<file path="config.mk">
export PLATFORM = sky130hd
export DESIGN_NAME = inst_queue_flat
export DESIGN_NICKNAME = d
export VERILOG_FILES = /design/src/rtl/inst_queue_if.sv /design/src/rtl/inst_queue.sv /design/src/flat_wrapper.sv
export SDC_FILE = /design/constraint.sdc
export NUM_CORES = 1
export LEC_CHECK = 0
export ABC_AREA = 1
export CAP_MARGIN = 20
export CORE_MARGIN = 2
export CORE_UTILIZATION = 51
export DETAILED_ROUTE_END_ITERATION = 8
export HOLD_SLACK_MARGIN = 0.12
export PLACE_DENSITY_LB_ADDON = 0.25
export SYNTH_ARGS = -nofsm -noshare
export SYNTH_HDL_FRONTEND = slang
export SYNTH_SLANG_ARGS = --single-unit
export TNS_END_PERCENT = 1
</file>
<file path="constraint.sdc">
create_clock -name clk -period 2.6 [get_ports clk]
set_clock_uncertainty 0.15 [all_clocks]
set_input_delay 0.65 -clock clk [delete_from_list [all_inputs] [get_ports clk]]
set_output_delay 0.65 -clock clk [all_outputs]
set_load 0.01 [all_outputs]
</file>
<file path="src/rtl/inst_queue_if.sv">
// Instruction queue bus: RX prefetch beats, request accounting, the decoder
// head-word port and the scheduler immediate port.
// The slave modport is the queue side; the master modport is the
// prefetcher/decoder/scheduler side.
interface inst_queue_if #(
  parameter int NSHIFT = 2
);
  logic              flush;
  logic              req_issued;
  logic              room;
  logic              rx_valid;
  logic [NSHIFT-1:0] rx_data;
  logic [15:0]       inst_word;
  logic              inst_word_valid;
  logic              inst_word_pop;
  logic              load_imm16;
  logic              imm16_loaded;
  logic              next_imm_data;
  logic [NSHIFT-1:0] imm_data;

  modport master (
    output flush, req_issued, rx_valid, rx_data, inst_word_pop,
           load_imm16, next_imm_data,
    input  room, inst_word, inst_word_valid, imm16_loaded, imm_data
  );

  modport slave (
    input  flush, req_issued, rx_valid, rx_data, inst_word_pop,
           load_imm16, next_imm_data,
    output room, inst_word, inst_word_valid, imm16_loaded, imm_data
  );
endinterface

</file>
<file path="src/rtl/inst_queue.sv">
// Instruction prefetch queue.
// Assembles 16-bit words from NSHIFT-bit RX beats into a small FIFO. The
// head word goes to the decoder, and the scheduler can pull the head into a
// rotating immediate register. Outstanding prefetch requests are tracked so
// the FIFO never overfills. A flush marks in-flight words stale so they are
// dropped on arrival.
// Optional macro INST_QUEUE_BYPASS_EN: when the queue is empty, a completing
// word is shown combinationally on inst_word in its completion cycle.
module inst_queue #(
  parameter int NSHIFT     = 2,
  parameter int LOG2_DEPTH = 1
) (
  input  logic         clk,
  input  logic         reset,
  inst_queue_if.slave  bus
);
  localparam int DEPTH = 1 << LOG2_DEPTH;
  localparam int BEATS = 16 / NSHIFT;
  localparam int BW    = (BEATS > 1) ? $clog2(BEATS) : 1;
  localparam int CW    = LOG2_DEPTH + 1;
  localparam int SW    = 8;

  logic [15:0]           fifo_q [DEPTH];
  logic [LOG2_DEPTH-1:0] rdPtr_q, rdPtr_d;
  logic [LOG2_DEPTH-1:0] wrPtr_q, wrPtr_d;
  logic [CW-1:0]         count_q, count_d;
  logic [CW-1:0]         reserved_q, reserved_d;
  logic [SW-1:0]         stale_q, stale_d;
  logic [BW-1:0]         beat_q, beat_d;
  logic [15:0]           asm_q, asm_d;
  logic [15:0]           imm_q, imm_d;
  logic                  loaded_q, loaded_d;

  logic [15:0] asmNext;
  logic        wordDone, staleDone, freshDone, pushReq;
  logic        qEmpty, qFull, bypassHit;
  logic        popFire, loadFire, headPop, bypassPop, doPush;
  logic [CW:0] occupancy;

  // Word assembly, request bookkeeping and the pop/push decisions
  always_comb begin
    asmNext   = {bus.rx_data, asm_q[15:NSHIFT]};
    wordDone  = bus.rx_valid && (beat_q == BW'(BEATS - 1));
    staleDone = wordDone && (stale_q != '0);
    freshDone = wordDone && (stale_q == '0);
    pushReq   = freshDone && !bus.flush;
    qEmpty    = (count_q == '0);
    qFull     = (count_q == CW'(DEPTH));
`ifdef INST_QUEUE_BYPASS_EN
    bypassHit = pushReq && qEmpty;
`else
    bypassHit = 1'b0;
`endif
    popFire   = bus.inst_word_pop && (!qEmpty || bypassHit) && !bus.load_imm16;
    loadFire  = bus.load_imm16 && !qEmpty && !loaded_q;
    headPop   = loadFire || (popFire && !qEmpty);
    bypassPop = popFire && qEmpty;
    doPush    = pushReq && !bypassPop && !qFull;
    occupancy = {1'b0, count_q} + {1'b0, reserved_q};
  end

  // Next-state for the queue occupancy, pointers, stale tracking and immediate
  always_comb begin
    count_d    = count_q;
    reserved_d = reserved_q;
    stale_d    = stale_q;
    rdPtr_d    = rdPtr_q;
    wrPtr_d    = wrPtr_q + LOG2_DEPTH'(doPush);
    beat_d     = beat_q;
    asm_d      = asm_q;
    imm_d      = imm_q;
    loaded_d   = loadFire;

    if (bus.flush) begin
      count_d    = '0;
      rdPtr_d    = wrPtr_q;
      stale_d    = stale_q + SW'(reserved_q) - SW'(staleDone);
      reserved_d = bus.req_issued ? CW'(1) : '0;
    end else begin
      count_d    = count_q + CW'(doPush) - CW'(headPop);
      rdPtr_d    = rdPtr_q + LOG2_DEPTH'(headPop);
      stale_d    = stale_q - SW'(staleDone);
      reserved_d = reserved_q + CW'(bus.req_issued)
                 - CW'(freshDone && (reserved_q != '0));
    end

    if (bus.rx_valid) begin
      asm_d  = asmNext;
      beat_d = wordDone ? '0 : beat_q + BW'(1);
    end

    if (loadFire) begin
      imm_d = fifo_q[rdPtr_q];
    end else if (bus.next_imm_data) begin
      imm_d = {imm_q[NSHIFT-1:0], imm_q[15:NSHIFT]};
    end
  end

  // State registers and FIFO storage
  always_ff @(posedge clk or posedge reset) begin
    if (reset) begin
      rdPtr_q    <= '0;
      wrPtr_q    <= '0;
      count_q    <= '0;
      reserved_q <= '0;
      stale_q    <= '0;
      beat_q     <= '0;
      asm_q      <= '0;
      imm_q      <= '0;
      loaded_q   <= 1'b0;
      for (int i = 0; i < DEPTH; i++) begin
        fifo_q[i] <= '0;
      end
    end else begin
      rdPtr_q    <= rdPtr_d;
      wrPtr_q    <= wrPtr_d;
      count_q    <= count_d;
      reserved_q <= reserved_d;
      stale_q    <= stale_d;
      beat_q     <= beat_d;
      asm_q      <= asm_d;
      imm_q      <= imm_d;
      loaded_q   <= loaded_d;
      if (doPush) begin
        fifo_q[wrPtr_q] <= asmNext;
      end
    end
  end

  assign bus.room            = (occupancy < (CW + 1)'(DEPTH));
  assign bus.inst_word_valid = (!qEmpty || bypassHit) && !bus.load_imm16;
`ifdef INST_QUEUE_BYPASS_EN
  assign bus.inst_word       = qEmpty ? asmNext : fifo_q[rdPtr_q];
`else
  assign bus.inst_word       = fifo_q[rdPtr_q];
`endif
  assign bus.imm16_loaded    = loaded_q;
  assign bus.imm_data        = imm_q[NSHIFT-1:0];

  // A word arriving into a full queue means the prefetcher ignored room
  overflowCheck: assert property (@(posedge clk) disable iff (reset)
    !(pushReq && !bypassPop && qFull));

endmodule
</file>
<file path="src/flat_wrapper.sv">
// flat-port wrapper written by rule: the top's interface ports become plain ports
module inst_queue_flat 
#(
  parameter int NSHIFT     = 2,
  parameter int LOG2_DEPTH = 1
)
  (clk, reset, bus_flush, bus_req_issued, bus_rx_valid, bus_rx_data, bus_inst_word_pop, bus_load_imm16, bus_next_imm_data, bus_room, bus_inst_word, bus_inst_word_valid, bus_imm16_loaded, bus_imm_data);
  inst_queue_if #(.NSHIFT(NSHIFT)) bus_i ();
  input  logic clk;
  input  logic reset;
  input wire logic [$bits(bus_i.flush)-1:0] bus_flush;
  input wire logic [$bits(bus_i.req_issued)-1:0] bus_req_issued;
  input wire logic [$bits(bus_i.rx_valid)-1:0] bus_rx_valid;
  input wire logic [$bits(bus_i.rx_data)-1:0] bus_rx_data;
  input wire logic [$bits(bus_i.inst_word_pop)-1:0] bus_inst_word_pop;
  input wire logic [$bits(bus_i.load_imm16)-1:0] bus_load_imm16;
  input wire logic [$bits(bus_i.next_imm_data)-1:0] bus_next_imm_data;
  output wire logic [$bits(bus_i.room)-1:0] bus_room;
  output wire logic [$bits(bus_i.inst_word)-1:0] bus_inst_word;
  output wire logic [$bits(bus_i.inst_word_valid)-1:0] bus_inst_word_valid;
  output wire logic [$bits(bus_i.imm16_loaded)-1:0] bus_imm16_loaded;
  output wire logic [$bits(bus_i.imm_data)-1:0] bus_imm_data;
  assign bus_i.flush = bus_flush;
  assign bus_i.req_issued = bus_req_issued;
  assign bus_i.rx_valid = bus_rx_valid;
  assign bus_i.rx_data = bus_rx_data;
  assign bus_i.inst_word_pop = bus_inst_word_pop;
  assign bus_i.load_imm16 = bus_load_imm16;
  assign bus_i.next_imm_data = bus_next_imm_data;
  assign bus_room = bus_i.room;
  assign bus_inst_word = bus_i.inst_word;
  assign bus_inst_word_valid = bus_i.inst_word_valid;
  assign bus_imm16_loaded = bus_i.imm16_loaded;
  assign bus_imm_data = bus_i.imm_data;
  inst_queue #(.NSHIFT(NSHIFT), .LOG2_DEPTH(LOG2_DEPTH)) u_core (.clk(clk), .reset(reset), .bus(bus_i));
endmodule
</file>
-- Word-level counts from Yosys, hierarchy flattened
Cells that the tools add are included.
W data, S select, Z words.
- add/sub/neg operators: 11
- magnitude comparators: 4
- eq/ne operators: 2
- muxes and demuxes: 14
- bitwise logic cells: 2
- reductions and logical operators: 27
- operators by type and width (kind ; count):
    $mux W16 ; 6
    $bwmux W32 ; 1
    $demux W16 S1 ; 1
    $sub A8 B1 Y8 ; 2
    $logic_and A1 B1 Y1 ; 15
    $add A8 B2 Y8 ; 1
    $logic_not A8 Y1 ; 1
    $mux W8 ; 1
    $reduce_bool A8 Y1 ; 1
    $logic_not A1 Y1 ; 6
    $add A2 B1 Y2 ; 2
    $ge A2 B2 Y1 const B ; 2
    $mux W2 ; 2
    $not A1 Y2 ; 2
    $reduce_bool A2 Y1 ; 2
    $sub A2 B1 Y2 ; 2
    $add A2 B2 Y3 ; 1
    $add A3 B1 Y3 const B ; 1
    $eq A3 B3 Y1 const B ; 1
    $lt A3 B2 Y1 const B ; 1
    $mux W3 ; 1
    $add A1 B1 Y1 ; 2
    $eq A2 B2 Y1 const B ; 1
    $logic_not A2 Y1 ; 1
    3 further kinds ; 4
- flip-flop bits (word level): 82
- output and inout bits: 21

-- Logic depth before layout (Yosys ltp)
Gate-level depths: netlist of run 1.
- depth in word-level cells: 11
- gate-level depth with buffers: 20
- gate-level depth less buffers: 20

-- Least setup slack after synthesis of run 1
No wires, ideal clock.
- path type: input to register
- from: input bus_rx_valid
- to: register u_core.stale_q[6]
- library setup time: 0.123 ns
- data arrival time: 2.295 ns
- required time: 2.327 ns
- setup slack: 0.032 ns
- cell stages on the path: 18
- cells stage by stage: buf_4 -> nand2_2 -> inv_2 -> nand2_1 -> nor2_1 -> inv_1 -> nand2_1 -> ha_1 -> inv_1 -> fa_1 -> inv_1 -> nand3_1 -> nand2_1 -> nand3_1 -> nand2_1 -> nand2_1 -> nand3_1 -> nand2_1
- word-level cells in the longest chain between the ends: 4
- elaborated cells on any way between the ends: 5
- ends and longest elaborated chain (what ; RTL line ; text):
    start: declaration ; flat_wrapper.sv:13 ; input wire logic [$bits(bus_i.rx_valid)-1:0] bus_rx_valid;
    $logic_and A1 B1 Y1 (*) ; inst_queue.sv:43 ; wordDone = bus.rx_valid && (beat_q == BW'(BEATS - 1));
    $logic_and A1 B1 Y1 (*) ; inst_queue.sv:44 ; staleDone = wordDone && (stale_q != '0);
    $sub A8 B1 Y8, on equally long branches ; inst_queue.sv:82, inst_queue.sv:77 ;
    $mux W8 (*) ; inst_queue.sv:74 ; if (bus.flush) begin
    named net u_core.stale_d[6] ; inst_queue.sv:28 ; logic [SW-1:0] stale_q, stale_d;
    end signal: assignment ; inst_queue.sv:119 ; stale_q <= stale_d;
    end: declaration ; inst_queue.sv:28 ;
Mark *: on every way through the listed nets, which the timed path passes. The rest lies on a longest branch.
A chain may end at the register's enable or synchronous reset.

-- Worst setup path after layout of run 1
- from: register u_core.beat_q[0]
- to: register u_core.stale_q[4]
- word-level cells in the longest chain between the ends: 5
- elaborated cells on any way between the ends: 6
- ends and longest elaborated chain (what ; RTL line ; text):
    start: declaration ; inst_queue.sv:29 ; logic [BW-1:0] beat_q, beat_d;
    start signal: assignment ; inst_queue.sv:120 ; beat_q <= beat_d;
    $eq A3 B3 Y1 (*) ; inst_queue.sv:43 ;
    $logic_and A1 B1 Y1 (*) ; inst_queue.sv:43 ;
    $logic_and A1 B1 Y1 (*) ; inst_queue.sv:44 ;
    $sub A8 B1 Y8, on equally long branches ; inst_queue.sv:82, inst_queue.sv:77 ;
    $mux W8 (*) ; inst_queue.sv:74 ;
    named net u_core.stale_d[4] ; inst_queue.sv:28 ;
Marked as above.

==> results.py, run 1 <==
metrics = {
    "status": {
        "run_status": "finished clean",
    },
    "die": {
        "core-area_um2": 7810,
        "die_width_um": 94.0,
        "floorplan.initialDensity": 0.529,
        "placementRows": 32,
        "die_height_um": 94.0,
        "num_io_pins": 31,
        "fp.dieArea_um2": 8840,
    },
    "route": {
        "average_vias_per_placed_instance": 5.19,
        "drt_drc_violations_left": 0,
        "ant_nets": 0,
        "routed_vias": 3357,
        "route.final.wire_length_um": 9090,
        "drt_first_iter_violations": 190,
        "detail_route.wirelength.met1_um": 4350,
        "top_layer_used": "met4",
        "routed_wire_length_per_instance_um": 14.0,
        "drt_pre_antenna_iters": 4,
        "dr_wl_met3_um": 259,
        "sum_of_met2_wire_segment_lengths_after_detailed_routing_um": 4310,
    },
    "global_route": {
        "number_of_global_route_vias_before_repair": 3294,
        "overall_fraction_of_global_route_tracks_in_use": 0.222,
        "largest_net_degree_at_the_start_of_global_routing": 37,
        "global_route.overflow_total": 0,
        "antenna_found_initial": 0,
        "grt_pass1_wl_um": 15400,
    },
    "power": {
        "leakagePower_nw": 2.54,
        "power_density_nw_per_um2": 903,
        "p_total_mw": 4.61,
        "vdd_ir_max_mv": 0.383,
    },
    "synthesis": {
        "total_of_warnings_raised_by_yosys": 0,
        "syn_avg_cell_area_um2": 8.65,
        "yosys.area.top_type_share": 0.484,
        "post-synth-top-area-cell": "dfrtp_1",
        "synth_sequential_area_ratio": 0.484,
        "synth_nets": 514,
        "netlist_instances": 478,
        "synth_cell_type_count": 35,
        "yosys-top-cells-area": "dfrtp_1 (48%), nand2_1 (9.2%), ha_1 (7.3%)",
        "synth-seq-cells": 80,
        "synth_area_um2": 4130,
    },
    "sta": {
        "final.min_clock_period_ps": 2580,
        "period_share": 0.991,
        "slew-limit-headroom": 0.735,
        "final_hold_viol_count": 0,
        "setup_repair_after_global_routing_missed_its_margin": "yes",
        "timing.final.ws_setup_ps": 23.1,
        "worst_slew_pin_slew_ps": 393,
        "totalNegativeSetupSlack_ps": 0,
        "fmaxAchievable_mhz": 388,
        "timing.final.setup_violations": 0,
        "maxSlewViolCount": 0,
    },
    "critical_path": {
        "worst-path-max-fanout": 3,
        "startpoint_type": "flip-flop",
        "worst_ep_required_time_ps": 2680,
        "cp_data_arrival_time_ps": 2660,
        "endpoint_kind": "flip-flop",
        "worst_path_class_setup": "reg2reg",
    },
    "finish": {
        "fill_cells": 625,
        "diodes": 0,
        "drive_above_1_share": 0.182,
        "fin_cells": 647,
        "final_net_count": 576,
        "layout_stage_area_growth_over_the_synthesis_result_pct": 23.5,
    },
    "clocking": {
        "htreeDepth": 3,
        "cts.root.buffer_cell": "clkbuf_8",
        "clk_path_buf_depth": 2,
        "cts_buffers": 9,
        "tritoncts": "yes",
        "path_clk_slew_ps": 90,
        "cts.hold.buffers_added": 0,
        "clkLatencyLatePin_ps": 350,
        "cts_sinks": 80,
    },
    "placement": {
        "post-place-ws_ps": -490,
        "gp_congestion": 0.832,
        "dpl.cell_count": 623,
        "io_buffer_count": 30,
        "half_perimeter_wire_length_after_detailed_placement_um": 6380,
    },
    "worst_hold_path": {
        "timing.hold.worst.class": "reg2reg",
    },
    "job": {
        "maxCapViolCount": 0,
    },
}
[critical path: stages (launching register included)]
cell     delay, ps
dfrtp_1        370
ha_2           180
ha_2           180
nand2_2         70
inv_2           80
nand2_4         60
nor2_4          90
inv_1           60
nand2_1         50
ha_1           150
inv_1           60
fa_2           340
inv_2           70
nand3_1         90
nand2_2        110
buf_4          120
xor2_1         140
o21ai_0         90
[layout make-up]
type / instances / area [um^2] / area share
tap: 102 / 128 / 0.0250
timing repair buffer: 71 / 683 / 0.134
clock inverter: 6 / 51.3 / 0.0101
sequential: 80 / 2000 / 0.393
inverter: 78 / 299 / 0.0586
clock buffer: 10 / 138 / 0.0270
multi-input combinational: 300 / 1800 / 0.353
[placed cells by master, fill, tap and decap left out, types with 6 or more instances in the layout]
cell	Yosys	layout
a21oi_1	23	23
buf_4	5	36
clkbuf_8	0	10
clkdlybuf4s50_1	0	22
dfrtp_1	80	79
dlymetal6s2s_1	0	6
ha_1	24	20
inv_1	73	68
inv_2	4	8
nand2_1	101	99
nand3_1	24	22
nor2_1	25	24
o211ai_1	8	8
o21ai_0	55	40
o21ai_1	0	8
o21ai_2	2	9
o311ai_1	8	8
[routing by layer]
metal | up-vias | global-route usage
met4 | 0 | 0.0906
met3 | 13 | 0.0313
met5 | - | 0
met1 | 1623 | 0.315
li1 | 1668 | -
met2 | 53 | 0.345
[logic make-up after synthesis]
family | count (synthesis) | synth area share
and+or+nand+nor | 158 | 0.159
AOI/OAI and AO/OA | 103 | 0.145
buffers and inverters | 98 | 0.0984
DFF | 80 | 0.484
adders and majority gates | 26 | 0.0824
xor gates and xnor gates | 7 | 0.0148
muxes | 6 | 0.0160
[metrics by stage]
| stage | util | cell area, um^2 | hold slack (ps) |
|---|---|---|---|
| 2_1_floorplan | - | 4140 | 300 |
| 3_3_place_gp | 0.610 | 4760 | 311 |
| 3_5_place_dp | 0.610 | 4760 | 325 |
| 6_report | 0.654 | 5100 | 350 |
| 4_1_cts | 0.636 | 4960 | 336 |
| 5_1_grt | 0.654 | 5100 | 383 |
[synth_stat cells, drive strengths merged]
cell type and instances:
a211oi 1, a21boi 2, a21oi 24, a22o 1, and3 1, buf 15
clkbuf 5, dfrtp 80, fa 2, ha 24, inv 78, mux2 5
mux2i 1, nand2 105, nand3 25, nand4 1, nor2 26, o211ai 8
o21ai 57, o21bai 1, o22ai 1, o311ai 8, xnor2 4, xor2 3
[path summary, 6_finish.rpt]
| kind | slack, ps | end | cells after the start | start |
|---|---|---|---|---|
| max | 20 | u_core.stale_q[4] | 17 | u_core.beat_q[0] |
| min | 350 | u_core.imm_q[13] | 2 | u_core.imm_q[13] |
| max reg2reg | 20 | u_core.stale_q[4] | 17 | u_core.beat_q[0] |
| min reg2reg | 350 | u_core.imm_q[13] | 2 | u_core.imm_q[13] |
| max in group asynchronous | 1320 | u_core.reserved_q[0] | 3 | reset |
| min in group asynchronous | 480 | u_core.count_q[0] | 2 | reset |
[flip-flops by register name, summed over array words and instances (netlist names), 2 cells and up]
name	count
u_core.reserved_q	2
u_core.stale_q	8
u_core.fifo_q	32
u_core.beat_q	3
u_core.count_q	2
u_core.asm_q	14
u_core.imm_q	16
[where the power goes]
group / switching [mW] / total (mW) / internal, mW / leakage [nW]
registers: 0.160 / 1.66 / 1.50 / 0.967
clock network: 0.500 / 0.887 / 0.386 / 0.0875
logic: 1.13 / 2.06 / 0.936 / 1.48
total: 1.79 / 4.61 / 2.82 / 2.54
[what timing repair did]
action | CTS | global route
resized for setup | 19 | 29
setup buffers | 1 | 7
pin swaps | 0 | 2
endpoints found under the hold margin | 0 | 0
setup endpoints to repair | 18 | 18
Note: power is estimated with default switching activity, not from simulation.
==> run 2: changes to the inputs <==
GPL_TIMING_DRIVEN = 0   (was unset)
==> run 2 against run 1 <==
Against the previous run:
- hold slack got worse by 11 ps
- via count increased by 0.21%
- register-to-register slack better by 20 ps
- sequential power about the same
- combinational power down 3%
- design area down 2.1%
- die area unchanged
- clock-buffer cell count unchanged
- critical path type unchanged
- utilization down 1.4 points
- largest power group unchanged
- power shrank 1.7%
- critical endpoint is now u_core.stale_q[6]
==> results.py, run 2 (same netlist as run 1, synthesis figures left out) <==
metrics = {
    "status": {
        "run_status": "finished clean",
    },
    "route": {
        "route.final.wire_length_um": 9490,
        "routed_wire_length_per_instance_um": 14.9,
        "drt_first_iter_violations": 225,
        "drt_drc_violations_left": 0,
        "drt_pre_antenna_iters": 5,
        "routed_vias": 3364,
        "ant_nets": 0,
        "average_vias_per_placed_instance": 5.29,
    },
    "finish": {
        "final_common_cell": "nand2_1",
        "layout_top_registers": "u_core.fifo_q: 32 flops, u_core.imm_q: 16 flops, u_core.asm_q: 14 flops",
        "largest_register_ffs": 32,
        "drive_above_1_share": 0.187,
        "fill_cells": 677,
        "final_cell_mix": "nand2_1 (99), dfrtp_1 (78), inv_1 (65)",
        "final_net_count": 565,
        "layout_stage_area_growth_over_the_synthesis_result_pct": 20.9,
        "fin_cells": 636,
        "max_flop_register": "u_core.fifo_q",
        "final_core_utilization": 0.640,
        "diodes": 0,
    },
    "sta": {
        "fmaxAchievable_mhz": 391,
        "timing.final.setup_violations": 0,
        "maxSlewViolCount": 0,
        "worst_slew_pin_slew_ps": 903,
        "final.min_clock_period_ps": 2560,
        "slew-limit-headroom": 0.397,
        "final_hold_viol_count": 0,
        "period_share": 0.984,
        "setup_repair_after_global_routing_missed_its_margin": "yes",
    },
    "global_route": {
        "grt_pass1_wl_um": 15900,
        "number_of_global_route_vias_before_repair": 3232,
        "antenna_found_initial": 0,
        "overall_fraction_of_global_route_tracks_in_use": 0.232,
        "largest_net_degree_at_the_start_of_global_routing": 43,
        "global_route.overflow_total": 0,
    },
    "worst_hold_path": {
        "timing.hold.worst.class": "reg2reg",
    },
    "critical_path": {
        "r2r-end": "u_core.stale_q[6]",
        "startpoint_type": "flip-flop",
        "timing.critical_path.to": "u_core.stale_q[6]",
        "cp_data_arrival_time_ps": 2650,
        "cell_occurring_most_often_along_the_worst_timing_path": "nand2_1",
        "worst_ep_required_time_ps": 2690,
        "timing.reg2reg.worst_path_depth": 19,
        "ff2ff_setup_slack_ps": 40,
        "worst_path_max_delay_cell": "dfrtp_1",
        "critical_path.cell_chain": "ha_2, ha_4, nand2_4, inv_2, nand2_2, nor2_4, inv_1, nand2_1, ha_2, inv_2, fa_2, inv_2, nand3_1, nand2_2, nand3_2, nand2_1, nand2_1, nand3_1, nand2_1",
        "endpoint_kind": "flip-flop",
        "worst-path-max-fanout": 3,
        "crit_path_max_incr_delay_ps": 360,
        "worst_path_class_setup": "reg2reg",
        "setup.worst_path.start": "u_core.beat_q[0]",
        "r2r_start": "u_core.beat_q[0]",
    },
    "placement": {
        "io_buffer_count": 27,
        "gp_congestion": 0.853,
        "half_perimeter_wire_length_after_detailed_placement_um": 6630,
        "dpl.cell_count": 608,
    },
    "clocking": {
        "tritoncts": "yes",
        "cts_buffers": 9,
        "path_clk_slew_ps": 80,
        "htreeDepth": 3,
        "cts.hold.buffers_added": 0,
        "clk_path_buf_depth": 2,
        "cts_sinks": 80,
        "cts.root.buffer_cell": "clkbuf_8",
        "clkLatencyLatePin_ps": 360,
    },
    "die": {
        "core-area_um2": 7810,
        "placementRows": 32,
        "fp.dieArea_um2": 8840,
        "floorplan.initialDensity": 0.529,
        "die_width_um": 94.0,
        "die_height_um": 94.0,
        "num_io_pins": 31,
    },
    "power": {
        "power_density_nw_per_um2": 907,
        "leakagePower_nw": 2.56,
        "p_total_mw": 4.53,
        "vdd_ir_max_mv": 0.409,
    },
    "job": {
        "maxCapViolCount": 0,
    },
}
==> run 2: changes by cell type in the layout (fill, tap and decap cells not counted), moves of 3 or more <==
cell,before,now
o21ai_1,8,3
buf_4,36,19
dlymetal6s2s_1,6,12
inv_2,8,11
o21ai_2,9,13
buf_2,0,5
dlygate4sd2_1,2,6
buf_12,5,1
clkbuf_2,0,3
inv_1,68,65
clkdlybuf4s50_1,22,9
==> run 2: worst min path at each step <==
stage / from / cells past startpoint / slack, ps / endpoint
finish: u_core.asm_q[5] / 2 / 340 / u_core.fifo_q[19]
global route: u_core.asm_q[5] / 2 / 380 / u_core.fifo_q[19]
CTS: u_core.beat_q[0] / 1 / 330 / u_core.beat_q[0]
detailed placement: u_core.asm_q[5] / 2 / 320 / u_core.fifo_q[19]
global placement: u_core.asm_q[5] / 2 / 320 / u_core.fifo_q[19]
floorplan: u_core.beat_q[0] / 1 / 300 / u_core.beat_q[0]
==> run 2: per-layer routing <==
layer	wire, um	vias to the layer above	track usage
met5	0	-	0
met1	4730	1638	0.333
met4	105	0	0.0833
met3	355	13	0.0377
met2	4300	73	0.356
li1	-	1640	-
==> run 2: repair_timing <==
| item | in CTS | in global routing |
|---|---|---|
| buffers inserted | 5 | 7 |
| pin swaps | 1 | 3 |
| resized for setup | 39 | 40 |
| setup endpoints to repair | 51 | 31 |
==> run 2: area by class of cell <==
class                   count  area (um^2)  share of cell area
repair buffers             40          403              0.0807
inverters                  78          299              0.0599
well taps                 102          128              0.0256
plain buffers              20          130              0.0261
multi-input cells         300         1840               0.369
clock inverters             6         50.0              0.0100
flip-flops and latches     80         2000               0.401
clock buffers              10          138              0.0276
==> run 2: report_power, final <==
part	internal [mW]	switching, mW
clock	0.383	0.491
combinational	0.853	1.14
sequential	1.50	0.161
total	2.74	1.79
==> run 2: worst max-delay path, delay by kind of cell, from the launching register on <==
kind	cells	cell delay, ps
flops	1	360
fa+ha+maj	4	890
buf+inv	4	230
simple gates	11	820
==> run 2: through the flow <==
step | worst slack [ps] | cell area, um^2 | setup TNS, ps | hold WS [ps]
final | 40.6 | 4990 | 0 | 339
after global routing | -102 | 4990 | -131 | 380
after CTS | -102 | 4820 | -539 | 333
after detailed placement | -271 | 4550 | -5010 | 318
after global placement | -191 | 4530 | -5220 | 315
after floorplan | 32.1 | 4140 | 0 | 300
